===== config.mk =====
export PLATFORM = sky130hd
export DESIGN_NAME = bit_popcount_stream_flat
export DESIGN_NICKNAME = d
export VERILOG_FILES = /design/src/rtl/bit_popcount_stream_if.sv /design/src/rtl/bit_popcount_stream.sv /design/src/flat_wrapper.sv
export SDC_FILE = /design/constraint.sdc
export NUM_CORES = 1
export LEC_CHECK = 0
export CORE_ASPECT_RATIO = 0.9
export CORE_MARGIN = 2
export CORE_UTILIZATION = 45
export CTS_CLUSTER_DIAMETER = 60
export CTS_CLUSTER_SIZE = 40
export DETAILED_ROUTE_END_ITERATION = 8
export PLACE_DENSITY = 0.69
export SLEW_MARGIN = 0
export SYNTH_ARGS = -nofsm -noshare
export SYNTH_HDL_FRONTEND = slang
export SYNTH_SLANG_ARGS = --single-unit

===== constraint.sdc =====
create_clock -name clk_i -period 2.2 [get_ports clk_i]
set_input_delay 0.55 -clock clk_i [delete_from_list [all_inputs] [get_ports clk_i]]
set_output_delay 0.55 -clock clk_i [all_outputs]
set_load 0.01 [all_outputs]

===== src/rtl/bit_popcount_stream_if.sv =====
// Stream bundle for bit_popcount_stream: input beat channel plus result channel.
// The slave modport is the popcount engine; the master modport is whoever feeds
// beats in and consumes results.
interface bit_popcount_stream_if #(
  parameter int unsigned WIDTH = 64,
  parameter int unsigned ACC_W = 16
);
  logic [WIDTH-1:0] data_i;
  logic             data_val_i;
  logic             data_last_i;
  logic             mode_zeros_i;
  logic             accum_i;
  logic             data_ready_o;
  logic [ACC_W-1:0] data_o;
  logic             data_val_o;
  logic             data_ovf_o;
  logic             ready_i;

  modport master (
    output data_i, data_val_i, data_last_i, mode_zeros_i, accum_i, ready_i,
    input  data_ready_o, data_o, data_val_o, data_ovf_o
  );

  modport slave (
    input  data_i, data_val_i, data_last_i, mode_zeros_i, accum_i, ready_i,
    output data_ready_o, data_o, data_val_o, data_ovf_o
  );
endinterface


===== src/rtl/bit_popcount_stream.sv =====
// Pipelined population counter with optional burst accumulation.
// Latency is $clog2(WIDTH/SLICE)+2 enabled cycles: one leaf-count stage, one
// stage per adder-tree level, one accumulate/output stage. The whole pipe
// stalls as a unit while a result is waiting on downstream ready.
module bit_popcount_stream #(
  parameter int unsigned WIDTH = 64,
  parameter int unsigned SLICE = 8,
  parameter int unsigned ACC_W = 16
) (
  input logic                  clk_i,
  input logic                  rst_n_i,
  bit_popcount_stream_if.slave bus
);

  localparam int unsigned NS   = WIDTH / SLICE;
  localparam int unsigned LV   = $clog2(NS);
  localparam int unsigned CW   = $clog2(WIDTH) + 1;
  localparam int unsigned NN   = 2 * NS - 1;
  localparam int unsigned ROOT = NN - 1;
  localparam int unsigned XW   = ACC_W + 1;

  if ((WIDTH % SLICE) != 0 || (NS & (NS - 1)) != 0 || ACC_W < CW) begin : g_bad_param
    $error("bit_popcount_stream: illegal WIDTH/SLICE/ACC_W combination");
  end

  // Tree nodes are packed level after level: leaves at 0..NS-1, then NS/2
  // nodes of level 1, and so on down to the single root at index NN-1.
  function automatic int unsigned lvl_base(input int unsigned j);
    return 2 * NS - 2 * (NS >> j);
  endfunction

  logic             en;
  logic [WIDTH-1:0] word;
  logic [CW-1:0]    leaf [NS];
  logic [CW-1:0]    node_q [NN];
  logic [LV:0]      v_q;
  logic [LV:0]      l_q;
  logic [LV:0]      a_q;

  logic [ACC_W-1:0] sum_q;
  logic             ovf_q;
  logic [ACC_W-1:0] out_q;
  logic             out_val_q;
  logic             out_ovf_q;

  logic [XW-1:0]    raw;
  logic             hit;
  logic [ACC_W-1:0] sat;
  logic [ACC_W-1:0] beat_cnt;

  assign en = !out_val_q || bus.ready_i;

  // Per-slice popcount of the (optionally inverted) input word.
  always_comb begin
    word = bus.mode_zeros_i ? ~bus.data_i : bus.data_i;
    for (int unsigned i = 0; i < NS; i++) begin
      leaf[i] = '0;
      for (int unsigned b = 0; b < SLICE; b++) begin
        leaf[i] = leaf[i] + CW'(word[i*SLICE+b]);
      end
    end
  end

  // Leaf stage and adder-tree levels, each carrying valid/last/accum tags.
  always_ff @(posedge clk_i or negedge rst_n_i) begin
    if (!rst_n_i) begin
      for (int unsigned n = 0; n < NN; n++) node_q[n] <= '0;
      v_q <= '0;
      l_q <= '0;
      a_q <= '0;
    end else if (en) begin
      for (int unsigned i = 0; i < NS; i++) node_q[i] <= leaf[i];
      for (int unsigned j = 1; j <= LV; j++) begin
        for (int unsigned i = 0; i < (NS >> j); i++) begin
          node_q[lvl_base(j)+i] <= node_q[lvl_base(j-1)+2*i] + node_q[lvl_base(j-1)+2*i+1];
        end
      end
      v_q[0] <= bus.data_val_i;
      l_q[0] <= bus.data_last_i;
      a_q[0] <= bus.accum_i;
      for (int unsigned j = 1; j <= LV; j++) begin
        v_q[j] <= v_q[j-1];
        l_q[j] <= l_q[j-1];
        a_q[j] <= a_q[j-1];
      end
    end
  end

  // Saturating add of the tree root onto the running burst sum.
  always_comb begin
    raw      = {1'b0, sum_q} + XW'(node_q[ROOT]);
    hit      = raw[ACC_W];
    sat      = hit ? '1 : raw[ACC_W-1:0];
    beat_cnt = ACC_W'(node_q[ROOT]);
  end

  // Accumulate/output stage: single-beat results bypass the running sum;
  // a closing burst beat emits the sum with its sticky overflow and clears both.
  always_ff @(posedge clk_i or negedge rst_n_i) begin
    if (!rst_n_i) begin
      sum_q     <= '0;
      ovf_q     <= 1'b0;
      out_q     <= '0;
      out_val_q <= 1'b0;
      out_ovf_q <= 1'b0;
    end else if (en) begin
      out_val_q <= 1'b0;
      if (v_q[LV]) begin
        if (!a_q[LV]) begin
          out_q     <= beat_cnt;
          out_ovf_q <= 1'b0;
          out_val_q <= 1'b1;
        end else if (l_q[LV]) begin
          out_q     <= sat;
          out_ovf_q <= ovf_q | hit;
          out_val_q <= 1'b1;
          sum_q     <= '0;
          ovf_q     <= 1'b0;
        end else begin
          sum_q <= sat;
          ovf_q <= ovf_q | hit;
        end
      end
    end
  end

  assign bus.data_ready_o = en;
  assign bus.data_o       = out_q;
  assign bus.data_val_o   = out_val_q;
  assign bus.data_ovf_o   = out_ovf_q;

endmodule


===== src/flat_wrapper.sv =====
// flat-port wrapper written by rule: the top's interface ports become plain ports
module bit_popcount_stream_flat 
#(
  parameter int unsigned WIDTH = 64,
  parameter int unsigned SLICE = 8,
  parameter int unsigned ACC_W = 16
)
  (clk_i, rst_n_i, bus_data_i, bus_data_val_i, bus_data_last_i, bus_mode_zeros_i, bus_accum_i, bus_ready_i, bus_data_ready_o, bus_data_o, bus_data_val_o, bus_data_ovf_o);
  bit_popcount_stream_if #(.WIDTH(WIDTH), .ACC_W(ACC_W)) bus_i ();
  input logic clk_i;
  input logic rst_n_i;
  input wire logic [$bits(bus_i.data_i)-1:0] bus_data_i;
  input wire logic [$bits(bus_i.data_val_i)-1:0] bus_data_val_i;
  input wire logic [$bits(bus_i.data_last_i)-1:0] bus_data_last_i;
  input wire logic [$bits(bus_i.mode_zeros_i)-1:0] bus_mode_zeros_i;
  input wire logic [$bits(bus_i.accum_i)-1:0] bus_accum_i;
  input wire logic [$bits(bus_i.ready_i)-1:0] bus_ready_i;
  output wire logic [$bits(bus_i.data_ready_o)-1:0] bus_data_ready_o;
  output wire logic [$bits(bus_i.data_o)-1:0] bus_data_o;
  output wire logic [$bits(bus_i.data_val_o)-1:0] bus_data_val_o;
  output wire logic [$bits(bus_i.data_ovf_o)-1:0] bus_data_ovf_o;
  assign bus_i.data_i = bus_data_i;
  assign bus_i.data_val_i = bus_data_val_i;
  assign bus_i.data_last_i = bus_data_last_i;
  assign bus_i.mode_zeros_i = bus_mode_zeros_i;
  assign bus_i.accum_i = bus_accum_i;
  assign bus_i.ready_i = bus_ready_i;
  assign bus_data_ready_o = bus_i.data_ready_o;
  assign bus_data_o = bus_i.data_o;
  assign bus_data_val_o = bus_i.data_val_o;
  assign bus_data_ovf_o = bus_i.data_ovf_o;
  bit_popcount_stream #(.WIDTH(WIDTH), .SLICE(SLICE), .ACC_W(ACC_W)) u_core (.clk_i(clk_i), .rst_n_i(rst_n_i), .bus(bus_i));
endmodule

==> reports/results.ini <==
[sta]
clock.fmax_ghz = 0.374
max-slew-margin-rel_pct = 60.6
setup_viol = 40
holdWs_ps = 81.9
setup_ws_ps = -474
final-max-slew-violation-count = 0
rsz0062_at_grt = true
worstMarginPinSlew_ps = 591
final.setup.tns_ps = -8070
min_period_ps = 2670
clock_skew_ps = 4.44
hold_viol = 0
period_share_pct = 122

[die]
rows = 45
core_sq_um = 16900
pin_count = 90
initial_core_util_pct = 46.1
die_h_um = 129
die_area_sq_um = 18400
die_x_um = 143

[critical_path]
rr_worst_depth = 10
path_buf_inv = 5
worstPathCellList = buf_12 -> buf_8 -> xor2_2 -> fa_1 -> inv_1 -> fa_1 -> inv_2 -> fa_2 -> inv_2 -> fa_2 -> a21oi_2
cp_top_family = adder cells
worstReg2RegStart = u_core.beat_cnt[0]$_DFFE_PN0P_
cp_max_fo = 5
critPathLaunchType = primary input
rrSetupSlack_ps = -60
crit_path_start = bus_mode_zeros_i
crit_type = primary input to register
cp.depth = 11
worstPathRequired_ps = 2550
cp.arrival_ps = 3020
crit_path_end_kind = register
cpMaxStageDelayCell = fa_1
critPathMaxStageDelay_ps = 520

[global_route]
grtUsageMet3_pct = 4.73
antenna_found_initial = 0
grt_pass1_wl_um = 28900
grt_pass1_vias = 6125
gr-total-overflow = 0
grt-busiest-layer = met2
grt_max_degree = 60
grt_use_total_pct = 19.7
met1_usage_pct = 26.6
grtUsageMet2_pct = 31.7

[yosys]
yosysWarnings = 0
ys_ff_latch = 118
synth_top_area_share_pct = 37.8
synth_cells = 832
synth.avg_cell_area_sq_um = 9.38
synth_edf_count = 0
synth_area_sq_um = 7800
synth.area.top_cells = dfrtp_1 (38%), fa_1 (10%), ha_1 (8.8%)
async_reset_ff_share_pct = 100
synth_commonest_cells = nand2_1 (136), dfrtp_1 (118), a21oi_1 (75), xor2_1 (66), nor2_1 (64)
seq_area_frac_synth_pct = 37.8
yosysMostFrequentCell = nand2_1
synthFlopType = dfrtp_1
yosysTopAreaCell = dfrtp_1
yosys.cell_types.count = 53
syn-num-nets = 998

[clocking]
htree_levels = 4
root_buffer = clkbuf_16
cts_hold_buf = 0
clk_latency_ps = 420
clkSinkCount = 118
cts_tree = yes
cts_made_buffers = 17
clk_path_buf_depth = 2
clk_pin_slew_ps = 50

[route]
detail-route-antenna-nets = 0
drc_errors = 0
drtIter0Drc = 361
via_count = 6242
avgViaCountPerCell = 5.01
wl_um = 17200
drtPass1Iterations = 5
wl_per_cell_um = 13.8

[pwr]
peakVddDrop_mv = 0.744
power.internal_uw = 8220
switching_power_uw = 5260
p_per_area_nw_per_um2 = 1260
power_frac_clock_pct = 19.4
switching_share_pct = 39.0
p_seq_share_pct = 27.2
p_comb_share_pct = 53.4
p_leak_uw = 0.00501

[hold_path]
min_path_type = primary input to async pin

[cells_and_area]
drive_gt1_share_pct = 24.5
n_fill_cell = 1363
antenna_cells = 0
nNetsFinal = 1165
fin_cells = 1247
areaGrowthSynthToFinish_pct = 37.6

[placed_design]
dp.cells = 1197
dp_hpwl_um = 11900
routabilityCongestion = 0.854
port_buffers = 89
dp_slack_ps = -1130

[flow_run]
cap_violations = 0

[outcome]
outcome = finished with violations
violations = negative setup slack

[routing by layer]
metal,share of wire [%],vias to the layer above
met1,47,2997
met2,48,131
li1,-,3091
met3,3.9,23
met4,1.6,0
met5,0,-
[per-stage QoR]
step,util (%),total power (uW),area [sq um]
after global routing,63.4,14700,10700
after floorplan,-,8080,8030
final,63.4,13500,10700
after CTS,61.5,13100,10400
after detailed placement,56.9,10100,9650
after global placement,56.9,9920,9650
[logic make-up (layout without fill, tap and decap cells)]
| family | after synthesis | in the layout | share of synthesized area, % |
|---|---|---|---|
| AO/OA/AOI/OAI | 189 | 190 | 14.8 |
| flip-flops | 118 | 118 | 37.8 |
| buffers and inverters | 95 | 274 | 5.11 |
| AND/OR/NAND/NOR | 247 | 247 | 13.3 |
| adder cells (fa/ha/maj) | 95 | 95 | 19.1 |
| XOR/XNOR | 88 | 88 | 9.87 |
[final cells by class]
type | count | area [sq um] | share of cell area [%]
Clock buffer | 23 | 488 | 4.54
Clock inverter | 9 | 75.1 | 0.699
Inverter | 57 | 219 | 2.04
Multi-Input combinational cell | 620 | 5000 | 46.6
Sequential cell | 118 | 2950 | 27.5
Tap cell | 235 | 294 | 2.74
Timing Repair Buffer | 185 | 1700 | 15.9
[path summary, 6_finish.rpt]
path | to
hold / removal | u_core.node_q[8]$_DFFE_PN0P_
max in group asynchronous | u_core.bus.data_o[15]$_DFFE_PN0P_
setup reg to reg | u_core.bus.data_o[12]$_DFFE_PN0P_
hold reg to reg | u_core.l_q[1]$_DFFE_PN0P_
setup / recovery | u_core.node_q[64]$_DFFE_PN0P_
min in group clk_i | u_core.l_q[1]$_DFFE_PN0P_
[cells in the final DEF, fill, tap and decap left out, types with 8 or more instances in the layout]
cell type	Yosys	layout
xnor2_1	22	13
dlygate4sd2_1	0	12
o21ai_0	43	30
a21o_1	13	13
nor2b_1	11	10
fa_2	0	18
nor2_1	64	63
inv_1	55	47
xor2_2	0	17
xor2_1	66	49
o211ai_1	10	10
buf_12	1	9
clkdlybuf4s50_1	0	54
inv_2	1	8
a21oi_1	75	54
clkbuf_2	0	10
clkbuf_16	0	17
fa_1	40	22
dfrtp_1	118	118
nand3_1	16	16
a21oi_2	4	18
nand2_1	136	136
ha_1	55	54
o21ai_1	7	20
buf_4	2	82
[sequential cells by signal, indices dropped and copies added (netlist names)]
name,cells
u_core.node_q,64
u_core.beat_cnt,7
u_core.bus.data_o,16
u_core.l_q,4
u_core.bus.data_ovf_o,1
u_core.bus.data_val_o,1
u_core.ovf_q,1
u_core.a_q,4
u_core.sum_q,16
u_core.v_q,4
[worst reg2reg max path: stages, from the launching register on]
cell,delay (ps)
dfrtp_1,390
ha_2,200
fa_2,370
a211oi_4,260
o211ai_1,180
buf_4,180
o211ai_1,110
buf_4,190
buf_6,110
o31ai_4,60
o21ai_1,140
[power by group through the flow]
stage	Sequential (uW)	Combinational (uW)	Clock [uW]
finish	3670	7200	2610
detailed placement	3680	6450	0
global route	3770	8140	2760
CTS	3660	6830	2660
floorplan	3550	4530	0
global placement	3640	6280	0
[repair_timing]
item / CTS / global route
gates cloned: 2 / 0
setup buffers: 8 / 8
hold endpoints to repair: 0 / 0
endpoints found under the setup margin: 65 / 65
resized for setup: 89 / 70
pin swaps: 52 / 53
(Power assumes the default switching activity.)
